## config.mk

```make
export PLATFORM = sky130hd
export DESIGN_NAME = fetch_prefetch_buffer_flat
export DESIGN_NICKNAME = d
export VERILOG_FILES = /design/src/rtl/fetch_pkg.sv /design/src/rtl/fetch_prefetch_buffer_if.sv /design/src/rtl/fetch_fifo.sv /design/src/rtl/fetch_prefetch_buffer.sv /design/src/flat_wrapper.sv
export SDC_FILE = /design/constraint.sdc
export NUM_CORES = 1
export LEC_CHECK = 0
export BUFFER_PORTS_ARGS = -buffer_cell sky130_fd_sc_hd__buf_2
export CAP_MARGIN = 0
export CORE_MARGIN = 2
export CORE_UTILIZATION = 60
export DETAILED_ROUTE_END_ITERATION = 6
export GPL_ROUTABILITY_DRIVEN = 0
export PLACE_DENSITY = 0.79
export SETUP_SLACK_MARGIN = 0.1
export SLEW_MARGIN = 10
export SYNTH_ARGS = -nofsm -noshare
export SYNTH_HDL_FRONTEND = slang
export SYNTH_HIERARCHICAL = 1
export SYNTH_SLANG_ARGS = --single-unit
```

## constraint.sdc

```tcl
create_clock -name clk -period 6.14 [get_ports clk]
set_clock_uncertainty 0.2 [all_clocks]
set_input_delay 0.614 -clock clk [delete_from_list [all_inputs] [get_ports clk]]
set_output_delay 0.614 -clock clk [all_outputs]
set_load 0.03 [all_outputs]
```

## src/rtl/fetch_pkg.sv

```systemverilog
// Shared types for the instruction prefetch buffer.
// FSM states, FIFO entry layout and fetch stride.
package fetch_pkg;

    localparam int XLEN = 32;
    localparam int unsigned ADDR_INC = 4;

    typedef enum logic [1:0] {
        IDLE,
        RUN,
        BRANCH_WAIT
    } fsm_state_e;

    typedef struct packed {
        logic [XLEN-1:0] addr;
        logic [XLEN-1:0] data;
    } fetch_entry_t;

endpackage

```

## src/rtl/fetch_prefetch_buffer_if.sv

```systemverilog
// OBI instruction-memory port bundle.
// master = prefetcher, slave = memory.
interface fetch_prefetch_buffer_if #(
    parameter int ADDR_W = 32,
    parameter int DATA_W = 32
);

    logic              instr_req;
    logic [ADDR_W-1:0] instr_addr;
    logic              instr_gnt;
    logic              instr_rvalid;
    logic [DATA_W-1:0] instr_rdata;

    modport master (
        output instr_req,
        output instr_addr,
        input  instr_gnt,
        input  instr_rvalid,
        input  instr_rdata
    );

    modport slave (
        input  instr_req,
        input  instr_addr,
        output instr_gnt,
        output instr_rvalid,
        output instr_rdata
    );

endinterface

```

## src/rtl/fetch_fifo.sv

```systemverilog
// Circular FIFO of fetched {addr, data} entries.
// Clear wins over push/pop; head reads zero when empty.
module fetch_fifo
    import fetch_pkg::*;
#(
    parameter int  DEPTH   = 4,
    parameter type entry_t = fetch_entry_t
) (
    input  logic                       clk,
    input  logic                       rst,
    input  logic                       clear_i,
    input  logic                       push_i,
    input  entry_t                     wdata_i,
    input  logic                       pop_i,
    output entry_t                     rdata_o,
    output logic [$clog2(DEPTH+1)-1:0] count_o
);

    localparam int CW = $clog2(DEPTH + 1);
    localparam int PW = $clog2(DEPTH);

    entry_t          mem_q [DEPTH];
    logic [PW-1:0]   wr_q;
    logic [PW-1:0]   rd_q;
    logic [CW-1:0]   count_q;
    logic [CW-1:0]   count_d;

    function automatic logic [PW-1:0] ptr_inc(input logic [PW-1:0] p);
        return (p == PW'(DEPTH - 1)) ? '0 : p + PW'(1);
    endfunction

    assign count_d = count_q + CW'(push_i) - CW'(pop_i);
    assign count_o = count_q;
    assign rdata_o = (count_q != '0) ? mem_q[rd_q] : '0;

    // Pointer and occupancy bookkeeping.
    always_ff @(posedge clk) begin
        if (rst || clear_i) begin
            wr_q    <= '0;
            rd_q    <= '0;
            count_q <= '0;
        end else begin
            if (push_i) wr_q <= ptr_inc(wr_q);
            if (pop_i)  rd_q <= ptr_inc(rd_q);
            count_q <= count_d;
        end
    end

    // Storage write; contents beyond count are don't-care.
    always_ff @(posedge clk) begin
        if (push_i && !clear_i) mem_q[wr_q] <= wdata_i;
    end

endmodule

```

## src/rtl/fetch_prefetch_buffer.sv

```systemverilog
// Sequential instruction prefetcher with outstanding-request limit.
// Redirects flush the FIFO and drop responses already in flight.
module fetch_prefetch_buffer
    import fetch_pkg::*;
#(
    parameter int DEPTH           = 4,
    parameter int MAX_OUTSTANDING = 2,
    parameter int ADDR_W          = 32,
    parameter int DATA_W          = 32
) (
    input  logic                 clk,
    input  logic                 rst,
    input  logic                 req_i,
    input  logic                 branch_i,
    input  logic [ADDR_W-1:0]    branch_addr_i,
    input  logic                 fetch_ready_i,
    output logic                 fetch_valid_o,
    output logic [DATA_W-1:0]    fetch_rdata_o,
    output logic [ADDR_W-1:0]    fetch_addr_o,
    fetch_prefetch_buffer_if.master obi,
    output logic                 busy_o
);

    localparam int OW = $clog2(MAX_OUTSTANDING + 1);
    localparam int CW = $clog2(DEPTH + 1);

    typedef struct packed {
        logic [ADDR_W-1:0] addr;
        logic [DATA_W-1:0] data;
    } entry_t;

    fsm_state_e        state_q;
    logic [ADDR_W-1:0] next_addr_q;
    logic [ADDR_W-1:0] target_q;
    logic [ADDR_W-1:0] push_addr_q;
    logic [OW-1:0]     live_q;
    logic [OW-1:0]     live_d;
    logic [OW-1:0]     disc_q;
    logic [OW-1:0]     disc_d;
    logic [CW-1:0]     count;

    logic              credit;
    logic              req;
    logic              gnt;
    logic              rv_ok;
    logic              keep;
    logic              drop;
    logic              push;
    logic              pop;
    logic [ADDR_W-1:0] tgt;
    entry_t            wr_entry;
    entry_t            head;

    assign tgt = branch_addr_i & ~ADDR_W'(3);

    assign credit = (int'(live_q) + int'(disc_q) < MAX_OUTSTANDING)
                 && (int'(count) + int'(live_q) < DEPTH);

    // Request decode from registered state.
    always_comb begin
        req = 1'b0;
        unique case (state_q)
            IDLE:        req = 1'b0;
            RUN:         req = req_i & credit;
            BRANCH_WAIT: req = 1'b1;
            default:     req = 1'b0;
        endcase
    end

    assign obi.instr_req  = req;
    assign obi.instr_addr = next_addr_q;
    assign gnt            = req & obi.instr_gnt;

    // Responses with nothing in flight (e.g. after reset) are ignored.
    assign rv_ok = obi.instr_rvalid & ((live_q != '0) | (disc_q != '0));
    assign drop  = rv_ok & (disc_q != '0);
    assign keep  = rv_ok & (disc_q == '0);

    assign push = keep & ~branch_i;
    assign pop  = fetch_valid_o & fetch_ready_i;

    assign fetch_valid_o = (count != '0) & ~branch_i;
    assign fetch_addr_o  = head.addr;
    assign fetch_rdata_o = head.data;

    assign busy_o = req | (live_q != '0) | (disc_q != '0);

    // Next-state for kept/dropped transaction counters.
    always_comb begin
        live_d = live_q;
        disc_d = disc_q;
        if (branch_i) begin
            live_d = '0;
            disc_d = disc_q + live_q + OW'(gnt) - OW'(rv_ok);
        end else begin
            if (gnt && state_q == RUN)         live_d = live_d + OW'(1);
            if (keep)                          live_d = live_d - OW'(1);
            if (gnt && state_q == BRANCH_WAIT) disc_d = disc_d + OW'(1);
            if (drop)                          disc_d = disc_d - OW'(1);
        end
    end

    // Counter registers.
    always_ff @(posedge clk) begin
        if (rst) begin
            live_q <= '0;
            disc_q <= '0;
        end else begin
            live_q <= live_d;
            disc_q <= disc_d;
        end
    end

    // Fetch FSM: address sequencing and redirect handling.
    always_ff @(posedge clk) begin
        if (rst) begin
            state_q     <= IDLE;
            next_addr_q <= '0;
            target_q    <= '0;
        end else begin
            unique case (state_q)
                IDLE: begin
                    if (branch_i) begin
                        state_q     <= RUN;
                        next_addr_q <= tgt;
                    end
                end
                RUN: begin
                    if (branch_i && req && !obi.instr_gnt) begin
                        state_q  <= BRANCH_WAIT;
                        target_q <= tgt;
                    end else if (branch_i) begin
                        next_addr_q <= tgt;
                    end else if (gnt) begin
                        next_addr_q <= next_addr_q + ADDR_W'(ADDR_INC);
                    end
                end
                BRANCH_WAIT: begin
                    if (gnt) begin
                        state_q     <= RUN;
                        next_addr_q <= branch_i ? tgt : target_q;
                    end else if (branch_i) begin
                        target_q <= tgt;
                    end
                end
                default: state_q <= IDLE;
            endcase
        end
    end

    // Address tag for kept responses; reloaded on redirect.
    always_ff @(posedge clk) begin
        if (rst) begin
            push_addr_q <= '0;
        end else if (branch_i) begin
            push_addr_q <= tgt;
        end else if (push) begin
            push_addr_q <= push_addr_q + ADDR_W'(ADDR_INC);
        end
    end

    assign wr_entry = '{addr: push_addr_q, data: obi.instr_rdata};

    fetch_fifo #(
        .DEPTH   (DEPTH),
        .entry_t (entry_t)
    ) u_fifo (
        .clk     (clk),
        .rst     (rst),
        .clear_i (branch_i),
        .push_i  (push),
        .wdata_i (wr_entry),
        .pop_i   (pop),
        .rdata_o (head),
        .count_o (count)
    );

endmodule

```

## src/flat_wrapper.sv

```systemverilog
// flat-port wrapper written by rule: the top's interface ports become plain ports
module fetch_prefetch_buffer_flat import fetch_pkg::*;
#(
    parameter int DEPTH           = 4,
    parameter int MAX_OUTSTANDING = 2,
    parameter int ADDR_W          = 32,
    parameter int DATA_W          = 32
)
  (clk, rst, req_i, branch_i, branch_addr_i, fetch_ready_i, fetch_valid_o, fetch_rdata_o, fetch_addr_o, busy_o, obi_instr_req, obi_instr_addr, obi_instr_gnt, obi_instr_rvalid, obi_instr_rdata);
  fetch_prefetch_buffer_if #(.ADDR_W(ADDR_W), .DATA_W(DATA_W)) obi_i ();
  input  logic clk;
  input  logic rst;
  input  logic req_i;
  input  logic branch_i;
  input  logic [ADDR_W-1:0] branch_addr_i;
  input  logic fetch_ready_i;
  output logic fetch_valid_o;
  output logic [DATA_W-1:0] fetch_rdata_o;
  output logic [ADDR_W-1:0] fetch_addr_o;
  output logic busy_o;
  output wire logic [$bits(obi_i.instr_req)-1:0] obi_instr_req;
  output wire logic [$bits(obi_i.instr_addr)-1:0] obi_instr_addr;
  input wire logic [$bits(obi_i.instr_gnt)-1:0] obi_instr_gnt;
  input wire logic [$bits(obi_i.instr_rvalid)-1:0] obi_instr_rvalid;
  input wire logic [$bits(obi_i.instr_rdata)-1:0] obi_instr_rdata;
  assign obi_instr_req = obi_i.instr_req;
  assign obi_instr_addr = obi_i.instr_addr;
  assign obi_i.instr_gnt = obi_instr_gnt;
  assign obi_i.instr_rvalid = obi_instr_rvalid;
  assign obi_i.instr_rdata = obi_instr_rdata;
  fetch_prefetch_buffer #(.DEPTH(DEPTH), .MAX_OUTSTANDING(MAX_OUTSTANDING), .ADDR_W(ADDR_W), .DATA_W(DATA_W)) u_core (.clk(clk), .rst(rst), .req_i(req_i), .branch_i(branch_i), .branch_addr_i(branch_addr_i), .fetch_ready_i(fetch_ready_i), .fetch_valid_o(fetch_valid_o), .fetch_rdata_o(fetch_rdata_o), .fetch_addr_o(fetch_addr_o), .obi(obi_i), .busy_o(busy_o));
endmodule
```

==> metrics.md <==
| Metric | Value |
|---|---|
| Die W | `168 um` |
| Critical Path, Cell by Cell | `buf_4 > mux4_1 > and2_1 > buf_2` |
| Total CTS buffers | `37` |
| Post-CTS setup buffers | `0` |
| DRT Wirelength | `35.8 mm` |
| Worst-path clk slew | `0.07 ns` |
| Family with the most delay on the worst path | `flip-flops` |
| ANT nets after route | `0` |
| Sequential element share of the synthesized area | `61.0%` |
| Die area | `28300 um^2` |
| Slowest stage delay, CP | `0.97 ns` |
| Initial antenna violation count | `0` |
| Post-cts gate resize count | `0` |
| DRT iter0 DRCs | `1158` |
| Worst Path Max Fanout | `47` |
| DR DRC count | `0` |
| Pwr/cell area | `304 nW/um^2` |
| GRT Overall Usage | `25.0%` |
| Die Ht | `168 um` |
| Layout Cells excl Fill | `1759` |
| FF+latch count, synth | `365` |
| EDFF count, synth | `256` |
| Via Count | `10800` |
| Synth Warn # | `6` |
| Unrepaired setup endpoints after global routing | `false` |
| Hold_buf cts | `0` |
| Worst setup path class | `flop to output pin` |
| Largest net degree at the start of global routing | `81` |
| Final Setup Violations | `0` |
| Period utilization | `62.1%` |
| Pre-antenna DRT Iters | `7` |
| Top FF cell, synth | `edfxtp_1` |
| Hpwl dp | `21.9 mm` |
| Critical Path AT | `3.00 ns` |
| Design area | `18400 um^2` |
| Ports | `170` |
| Post-synth ARST share | `0%` |
| Fraction of layout cells with a size suffix above 1 | `23.5%` |
| Antenna Cells | `0` |
| Placeable Area | `26700 um^2` |
| Crit. End Element | `output pin` |
| Post-Synthesis Cells | `1236` |
| Final setup margin | `2.33 ns` |
| Clk buf depth | `3` |
| Placed Area | `17100 um^2` |
| WP data required | `5.33 ns` |
| Routed vias/inst | `6.11` |
| Worst Tran Pin Value | `1.20 ns` |
| Min-delay worst type | `input port to flop` |
| Initial Util | `60.5%` |
| F_max | `0.262 GHz` |
| Wire per inst | `20.4 um` |
| Fin. Hold Viols | `0` |
| Slowest cell on the critical path | `dfxtp_4` |
| Setup Slack @ Placement | `2.47 ns` |
| Mapped Area | `16200 um^2` |
| Worst skew pair latency | `0.53 ns` |
| Area growth syn-to-layout | `13.5%` |
| Status | `finished, final reports clean` |
| Row Count | `60` |
| First-pass GRT wire length | `55.7 mm` |
| Min Hold Slack | `0.0946 ns` |
| Sink Count | `365` |
| Leak Pwr | `6.64 nW` |
| H-tree Lvls | `2` |
| Peak supply drop | `248 uV` |
| Max Cap Viol | `0` |
| Clk root buf | `clkbuf_16` |
| Library cells used by synthesis | `84` |
| I/O Buffers | `167` |
| Slew Viols, Final | `0` |
| GRT overflow | `0` |
| CP startpoint kind | `flop` |
| Post-route setup TNS | `0 ns` |
| CP Buf/Inv Count | `2` |
| TritonCTS clock tree | `done` |
| Vias in the first global route | `10400` |
| Rel. slew slack | `19.6%` |
| Layout net count | `1482` |
| Placed Cells | `1692` |
| Final min period | `3.81 ns` |
| Avg Cell Area, Syn | `13.1 um^2` |
cell type report:
cell class | instances | area, um^2
clock buffers | 43 | 980
clock inverters | 24 | 231
fillers | 1869 | 8370
inverters | 28 | 105
multi-input cells | 778 | 5810
flip-flops and latches | 365 | 9870
well taps | 341 | 427
repair buffers | 180 | 933
metrics by stage:
stage                     power [mW]  utilization [%]
final                           5.58             68.7
after global routing            5.77             68.7
after CTS                       5.60             68.7
after detailed placement        3.38             64.2
after global placement          3.36             64.2
after floorplan                 3.20                -
cell usage in the layout (no fill, tap or decap), types with 4 or more instances in the layout:
cell type,n
edfxtp_1,256
buf_2,167
nand2_1,137
dfxtp_1,107
a21oi_1,87
and2_1,71
nor2_1,61
mux4_2,60
o21ai_0,56
clkbuf_16,38
nand3_1,33
xnor2_1,29
inv_1,26
a211oi_1,19
and3_1,18
ha_1,18
nor3_1,15
nand4_1,13
buf_4,13
xor2_1,12
a221oi_1,9
clkinv_2,8
nand2b_1,8
a22o_1,8
conb_1,8
a22oi_1,7
or3_1,7
clkinv_1,6
nor2b_1,6
o211a_1,6
clkinvlp_4,5
mux2i_1,5
and2_2,5
clkbuf_1,4
and4_1,4
mux4_1,4
where the power goes:
| part | internal [mW] | total (mW) | leakage, nW | switching, mW |
|---|---|---|---|---|
| clock | 1.28 | 2.23 | 0.583 | 0.950 |
| combinational | 0.185 | 0.549 | 2.84 | 0.364 |
| sequential | 2.70 | 2.80 | 3.22 | 0.0932 |
| total | 4.17 | 5.58 | 6.64 | 1.41 |
synthesized netlist by cell type (3+ instances only):
master | number | share of area, %
nand2_1 | 137 | 3.2
inv_1 | 26 | 0.60
fa_1 | 3 | 0.37
mux4_1 | 4 | 0.65
a41oi_1 | 3 | 0.16
a22oi_1 | 7 | 0.32
a221oi_1 | 9 | 0.49
nor3_1 | 15 | 0.46
ha_1 | 18 | 1.4
a222oi_1 | 3 | 0.19
buf_12 | 6 | 0.74
dfxtp_1 | 109 | 13
o22ai_1 | 3 | 0.12
buf_2 | 14 | 0.43
buf_1 | 4 | 0.093
a22o_1 | 8 | 0.43
o41ai_2 | 3 | 0.30
edfxtp_1 | 256 | 48
clkbuf_8 | 4 | 0.34
or3_1 | 8 | 0.31
o211a_1 | 6 | 0.37
a31oi_1 | 3 | 0.12
nor2b_1 | 7 | 0.27
mux2i_1 | 5 | 0.31
a21oi_1 | 87 | 2.7
xnor2_1 | 29 | 1.6
mux4_2 | 60 | 8.4
clkbuf_1 | 42 | 0.97
and2_1 | 75 | 2.9
o21ai_0 | 56 | 1.7
nand3_1 | 33 | 1.0
nor2_1 | 61 | 1.4
a211oi_1 | 19 | 0.88
nand2b_1 | 8 | 0.31
xor2_1 | 12 | 0.65
and4_1 | 4 | 0.22
and3_1 | 18 | 0.70
nand4_1 | 13 | 0.50
kinds of logic after synthesis:
kind of cell    Yosys count  share of synthesized area, %
buf+inv                 100                          3.33
mux                      70                          9.38
compound gates          232                          9.17
simple gates            405                          13.0
fa+ha+maj                21                          1.76
flops                   365                          61.0
other cells               1                        0.0232
xor+xnor                 42                          2.36
sequential cells by signal, indices dropped and copies added (netlist names), named ones only:
register and count:
u_core/disc_q 2, u_core/live_q 2, u_core/obi.instr_addr 32, u_core/push_addr_q 30, u_core/state_q 2, u_core/target_q 32
u_core/u_fifo/count_o 3, u_core/u_fifo/mem_q 256, u_core/u_fifo/rd_q 2, u_core/u_fifo/wr_q 2
final timing paths:
kind,startpoint,to,slack (ns),depth (start not counted)
setup reg to reg,u_core/live_q[0],u_core/obi.instr_addr[13],2.57,8
setup / recovery,flop,fetch_rdata_o[0],2.33,4
hold reg to reg,u_core/target_q[7],u_core/target_q[7],0.25,2
hold / removal,obi_instr_rdata[2],u_core/u_fifo/mem_q[2][2],0.09,1
layer usage:
metal / part of all wire [%] / global-route usage (%) / routed length, um / vias to the layer above
li1: - / - / - / 4937
met1: 41 / 33.9 / 14700 / 5235
met2: 48 / 41.9 / 17300 / 513
met3: 8.6 / 5.12 / 3100 / 65
met4: 2.1 / 6.30 / 740 / 0
met5: 0 / 0 / 0 / -
Note: power is estimated with default switching activity, not from simulation.
